**src/rtl/demux_1_to_4_reg_pkg.sv**
```systemverilog
`default_nettype none
// ============================================================================
//  Module   : demux_1_to_4_reg_pkg
//  Purpose  : Shared constants and helpers for the registered 1-to-4 demux.
//             NUM_OUT / SEL_W size the channel fan-out and the select field;
//             CH_A..CH_D name the channel indices (bit position in out_valid /
//             out_ready). sel_onehot() turns a select code into a one-hot
//             channel mask.
//  Revision : 1.0 - initial release
// ============================================================================
package demux_1_to_4_reg_pkg;

  localparam int NUM_OUT = 4;
  localparam int SEL_W   = 2;

  localparam int CH_A = 0;
  localparam int CH_B = 1;
  localparam int CH_C = 2;
  localparam int CH_D = 3;

  typedef enum logic [SEL_W-1:0] {
    SEL_A = 2'd0,
    SEL_B = 2'd1,
    SEL_C = 2'd2,
    SEL_D = 2'd3
  } sel_e;

  // One-hot channel mask for a destination select code.
  function automatic logic [NUM_OUT-1:0] sel_onehot(input logic [SEL_W-1:0] sel);
    logic [NUM_OUT-1:0] v;
    v      = '0;
    v[sel] = 1'b1;
    return v;
  endfunction

endpackage
`default_nettype wire

```
**src/rtl/demux_1_to_4_reg_slot.sv**
```systemverilog
`default_nettype none
// ============================================================================
//  Module   : demux_1_to_4_reg_slot
//  Purpose  : One output channel of the demux: a one-entry register slice with
//             valid/ready handshake plus a free-running wrap counter of the
//             beats loaded into it.
//  Ports    : clk, rst   - clock, synchronous active-high reset
//             ld         - load d this cycle (beat accepted for this channel)
//             d          - data word to load
//             rdy        - downstream consumer takes the held beat
//             q, vld     - held data word and its valid flag
//             cnt        - beats loaded since reset (wraps, no saturation)
//  Revision : 1.0 - initial release
// ============================================================================
module demux_1_to_4_reg_slot #(
  parameter int WIDTH = 4,
  parameter int CNT_W = 8
) (
  input  logic             clk,
  input  logic             rst,
  input  logic             ld,
  input  logic [WIDTH-1:0] d,
  input  logic             rdy,
  output logic [WIDTH-1:0] q,
  output logic             vld,
  output logic [CNT_W-1:0] cnt
);

  logic [WIDTH-1:0] r_q;
  logic             r_vld;
  logic [CNT_W-1:0] r_cnt;

  // A load takes priority over a drain: when the consumer takes the old beat
  // in the same cycle a new one arrives, the slot simply stays valid with the
  // new word. A drain only clears valid; the data register keeps its value.
  always_ff @(posedge clk) begin
    if (rst) begin
      r_q   <= '0;
      r_vld <= 1'b0;
      r_cnt <= '0;
    end else if (ld) begin
      r_q   <= d;
      r_vld <= 1'b1;
      r_cnt <= r_cnt + 1'b1;
    end else if (r_vld && rdy) begin
      r_vld <= 1'b0;
    end
  end

  assign q   = r_q;
  assign vld = r_vld;
  assign cnt = r_cnt;

endmodule
`default_nettype wire

```
**src/rtl/demux_1_to_4_reg.sv**
```systemverilog
`default_nettype none
// ============================================================================
//  Module   : demux_1_to_4_reg
//  Purpose  : Registered 1-to-4 demultiplexer. Each input beat (in_data,
//             in_sel) is steered into one of four independent one-entry
//             output slots (a/b/c/d), each with its own valid/ready handshake
//             and beat counter.
//  Ports    : clk, rst           - clock, synchronous active-high reset
//             in_data/in_sel     - input word and destination (00=a .. 11=d)
//             in_valid/in_ready  - input handshake
//             out_a..out_d       - registered channel data
//             out_valid[3:0]     - per-channel valid (bit0=a .. bit3=d)
//             out_ready[3:0]     - per-channel consumer ready
//             cnt_a..cnt_d       - beats accepted per channel since reset
//  Revision : 1.0 - initial release
// ============================================================================
module demux_1_to_4_reg
  import demux_1_to_4_reg_pkg::*;
#(
  parameter int WIDTH = 4,
  parameter int CNT_W = 8
) (
  input  logic               clk,
  input  logic               rst,
  input  logic [WIDTH-1:0]   in_data,
  input  logic [SEL_W-1:0]   in_sel,
  input  logic               in_valid,
  output logic               in_ready,
  output logic [WIDTH-1:0]   out_a,
  output logic [WIDTH-1:0]   out_b,
  output logic [WIDTH-1:0]   out_c,
  output logic [WIDTH-1:0]   out_d,
  output logic [NUM_OUT-1:0] out_valid,
  input  logic [NUM_OUT-1:0] out_ready,
  output logic [CNT_W-1:0]   cnt_a,
  output logic [CNT_W-1:0]   cnt_b,
  output logic [CNT_W-1:0]   cnt_c,
  output logic [CNT_W-1:0]   cnt_d
);

  logic               w_acc;
  logic [NUM_OUT-1:0] w_ld;
  logic [WIDTH-1:0]   w_q   [NUM_OUT];
  logic [CNT_W-1:0]   w_cnt [NUM_OUT];

  // Readiness looks only at the addressed slot, so a stalled channel never
  // blocks beats headed elsewhere. The slot can take a beat when it is empty
  // or is being drained this very cycle.
  assign in_ready = ~out_valid[in_sel] | out_ready[in_sel];

  // in_valid gates everything, so a floating in_sel while idle cannot reach
  // the slot valid flags.
  assign w_acc = in_valid & in_ready;
  assign w_ld  = {NUM_OUT{w_acc}} & sel_onehot(in_sel);

  generate
    for (genvar gi = 0; gi < NUM_OUT; gi++) begin : g_slot
      demux_1_to_4_reg_slot #(
        .WIDTH (WIDTH),
        .CNT_W (CNT_W)
      ) u_slot (
        .clk (clk),
        .rst (rst),
        .ld  (w_ld[gi]),
        .d   (in_data),
        .rdy (out_ready[gi]),
        .q   (w_q[gi]),
        .vld (out_valid[gi]),
        .cnt (w_cnt[gi])
      );
    end
  endgenerate

  assign out_a = w_q[CH_A];
  assign out_b = w_q[CH_B];
  assign out_c = w_q[CH_C];
  assign out_d = w_q[CH_D];

  assign cnt_a = w_cnt[CH_A];
  assign cnt_b = w_cnt[CH_B];
  assign cnt_c = w_cnt[CH_C];
  assign cnt_d = w_cnt[CH_D];

endmodule
`default_nettype wire

```
**config.mk**
```make
export PLATFORM = sky130hd
export DESIGN_NAME = demux_1_to_4_reg
export DESIGN_NICKNAME = d
export VERILOG_FILES = /design/src/rtl/demux_1_to_4_reg_pkg.sv /design/src/rtl/demux_1_to_4_reg_slot.sv /design/src/rtl/demux_1_to_4_reg.sv
export SDC_FILE = /design/constraint.sdc
export NUM_CORES = 1
export LEC_CHECK = 0
export ABC_AREA = 1
export BUFFER_PORTS_ARGS = -buffer_cell sky130_fd_sc_hd__clkbuf_2
export CAP_MARGIN = 20
export CORE_ASPECT_RATIO = 0.7
export CORE_MARGIN = 2
export CORE_UTILIZATION = 30
export CTS_BUF_LIST = sky130_fd_sc_hd__clkbuf_8
export CTS_CLUSTER_DIAMETER = 60
export DETAILED_ROUTE_END_ITERATION = 7
export PLACE_DENSITY = 0.54
export SKIP_CTS_REPAIR_TIMING = 1
export SYNTH_ARGS = -nofsm -noshare
export SYNTH_HDL_FRONTEND = slang
export SYNTH_SLANG_ARGS = --single-unit
```
**constraint.sdc**
```tcl
create_clock -name clk -period 3.3 [get_ports clk]
set_clock_uncertainty 0.1 [all_clocks]
set_input_delay 0.825 -clock clk [delete_from_list [all_inputs] [get_ports clk]]
set_output_delay 0.825 -clock clk [all_outputs]
set_load 0.03 [all_outputs]
```
After elaboration in Yosys (flattened, before gate mapping)
Index checks and enable logic that the tools add are counted. Widths: inputs -> output; s select.

RAM bits: 0. Latch bits: 0. Register bits: 52. Memories: 0. Bits of input ports: 13. ROM bits: 0.

Div/mod/pow operators: 0. Multipliers: 0. Equal/unequal tests: 0. Shift operators: 0. Muxes and demuxes: 14. Reductions and logical operators: 9. Bitwise operators: 4. Add/sub/neg operators: 4. Magnitude comparators: 2.

Operators with widths (number): $add 8x1->8 const B (4); $mux 1 (11); $reduce_bool 2->1 (4); $logic_and 1x1->1 (5); $and 4x4->4 (1); $bmux 1 s2 (2); $lt 2x3->1 const B (1); $demux 1 s2 (1); $ge 2x1->1 const B (1); $and 1x1->1 (1); $not 1->1 (1); $or 1x1->1 (1).

Depth between registers and ports, before layout
Word-level depth: 7. Mapped depth: 12. Mapped depth without buffers: 10.

Modules after synthesis
Synthesis repeated with hierarchy kept, for this count alone.

Cell total of the unflattened synthesis: 314. Area total of the unflattened synthesis: 2260.9 um^2.

By module, submodules not included: demux_1_to_4_reg_slot (cells each 71, sequential area each 260.2 um^2, area each 531.8 um^2, instances 4); demux_1_to_4_reg (cells each 30, sequential area each 0.0 um^2, area each 133.9 um^2, instances 1).

Worst setup path before layout
No wires, ideal clock.

Kind: input port to output port. Start: input in_sel[0]. End: output in_ready. Path slack: 0.726 ns. Buffers on the path: 2. Arrival time: 1.649 ns. Stages: 7. Cells stage by stage: buf_4 nor2_4 nand2_1 nand2_1 nor2_2 nand2_4 buf_2.

Word-level cells in the longest chain between the ends: 4.

Ends and longest elaborated chain: start: declaration (line demux_1_to_4_reg.sv:26) `input logic [SEL_W-1:0] in_sel,`; $bmux 1 s2 (line demux_1_to_4_reg.sv:49) `assign in_ready = ~out_valid[in_sel] | out_ready[in_sel];`; $mux 1 (implied by the code) (line demux_1_to_4_reg.sv:49); $not 1->1 (line demux_1_to_4_reg.sv:49); $or 1x1->1 * (line demux_1_to_4_reg.sv:49); end: declaration (line demux_1_to_4_reg.sv:28) `output logic in_ready,`.

Every way passes the cells marked *; elsewhere a longest branch is shown, timed or not. The select of a mux whose other input is x is not followed.

Worst setup path in the final report
Ends and elaborated chain as after synthesis.

==> results.ini <==
[detailed_routing]
via_per_inst=4.84
drc=0
drt_pre_antenna_iters=4
postRouteAntennaNets=0
drt_iter0_drc=135
routed-via-count=2690
wire_per_inst_um=13.7
drt-total-wl_mm=7.60

[clock_network]
cts_max_path_buffers=2
clock-sinks=52
clkTransAtPathRegs_ns=0.10
htreeDepth=2
numCtsBuffers=5
cts_root_buf=clkbuf_8
clkLatencyLatePin_ns=0.30
cts_tree=yes

[die]
die-area_um2=9750
dieWidth_um=117
core-area_um2=8580
io_pins=66
initial_core_util_pct=31.3
num_rows=28
die_h_um=83.2

[placed_design]
place_congestion=0.770
dp_hpwl_mm=5.25
portBuffers=65
place_inst=548

[worst_setup_path]
path_buf_inv=3
crit_family=buffers and inverters
crit_slowest_cell=clkbuf_2
critPathKind=in2out
critPathMostFrequentCell=nand2_1
worstPathCellList=clkbuf_2 > inv_2 > nand2_1 > nand2_1 > nand2_1 > nand2_1 > nand2_4 > clkbuf_2
critPathMaxFanout=11
required_ns=2.37
critical_path_arrival_ns=1.77
critPathLaunchType=input pin
end_kind=output pin
max_stage_delay_ns=0.23

[pwr]
p_per_area_nw_per_um2=399
p_leak_nw=1.26
ir_drop_v=0.000189

[layout]
layout_common_cells=nand2_1, clkbuf_2, dfxtp_1
layout-drive-gt1-share_pct=20.6
syn_to_final_growth_pct=18.7
fillers=936
diodes=0
final_nets=452
instances_no_fill=556
final_common_cell=nand2_1

[logic_synthesis]
synth_area_leaders=dfxtp_1, nand2_1, nand4_1
netlist.area_leader.share_pct=38.7
synth_seq_cells=52
syn_area_um2=2690
netlist.top_cell.by_area=dfxtp_1
syn_inst=385
synth_area_per_cell_um2=6.98
synth_cell_type_count=21
yosysWarnings=0
synth_nets=402
ys_seq_area_share_pct=38.7

[timing]
slew_headroom_pct=69.1
slew_violations=0
period_share_pct=81.6
hold_viol=0
fmax_mhz=372
worst_pin_slew_ns=0.463
tns_ns=0
finalCriticalPeriod_ns=2.69
finalSetupViolCount=0
rsz0062_at_grt=false

[outcome]
status=finished clean

[grt]
gr-total-overflow=0
grt_pass1_vias=2485
grt_pass1_wl_mm=12.7
grt_start_max_net_pins=36
antenna_found_initial=0
grt_usage_pct=16.2

[hold_path]
hold_class=reg2reg

[flow_run]
maxCapViolCount=0

## cell families (layout without fill, tap and decap cells)
| family | after synthesis | count (layout) | synth area share, % |
|---|---|---|---|
| flops | 52 | 52 | 38.7 |
| fa+ha+maj | 4 | 4 | 1.86 |
| xor+xnor | 12 | 12 | 3.91 |
| buf+inv | 56 | 107 | 9.54 |
| simple gates | 206 | 206 | 35.7 |
| compound gates | 55 | 55 | 10.2 |
## power by group
group / internal (mW) / switching, mW
clock: 0.268 / 0.221
combinational: 0.0351 / 0.101
sequential: 0.639 / 0.0102
total: 0.942 / 0.332
## final timing paths
kind | to | from | slack, ns | depth (start not counted)
setup / recovery | in_ready | in_sel[0] | 0.61 | 8
hold / removal | g_slot[2].u_slot.q[1] | g_slot[2].u_slot.q[1] | 0.37 | 2
setup reg to reg | g_slot[3].u_slot.cnt[2] | g_slot[3].u_slot.vld | 1.47 | 9
hold reg to reg | g_slot[2].u_slot.q[1] | g_slot[2].u_slot.q[1] | 0.37 | 2
## area by class of cell
| type | count | area [um2] | area share [%] |
|---|---|---|---|
| Multi-Input combinational cell | 277 | 1390 | 43.6 |
| Sequential cell | 52 | 1040 | 32.6 |
| Timing Repair Buffer | 73 | 385 | 12.1 |
| Tap cell | 120 | 150 | 4.70 |
| Inverter | 26 | 97.6 | 3.06 |
| Clock buffer | 7 | 96.3 | 3.02 |
| Clock inverter | 1 | 30.0 | 0.941 |
## worst min-delay path, stage by stage (launching register included)
cell	delay, ns
dfxtp_1	0.32
nand2_1	0.06
a21oi_1	0.05
## sequential cells by signal, indices dropped and copies added, names as in the netlist
| signal | count |
|---|---|
| g_slot.u_slot.vld | 4 |
| g_slot.u_slot.q | 16 |
| g_slot.u_slot.cnt | 32 |
## cell usage after synthesis
cell type / number
nand4_1: 49
clkinv_1: 1
buf_4: 10
inv_1: 23
o21ai_0: 4
buf_1: 5
nand3_1: 18
xor2_1: 5
clkbuf_1: 8
nand2_4: 1
nor2_1: 20
nor2_4: 1
xnor2_1: 7
ha_1: 4
a21oi_1: 51
nand2_1: 112
buf_2: 7
dfxtp_1: 52
nor2_2: 1
nand3_2: 4
inv_2: 2
## routing by layer
layer  global-route usage [%]  wire, um
met1                     24.4      4030
met4                     3.85        58
met3                     3.14       355
met5                        0         0
met2                     23.6      3160
## stage by stage
step	total power [mW]	utilization, %	setup WS (ns)	hold WS (ns)	area [um2]
floorplan	0.758	-	0.726	0.357	2690
global placement	0.800	35.7	0.701	0.351	3070
detailed placement	0.801	35.7	0.602	0.359	3070
CTS	1.29	37.2	0.598	0.375	3190
global route	1.33	37.2	0.512	0.399	3190
finish	1.27	37.2	0.609	0.370	3190
Power figures use the tool's default switching activity.
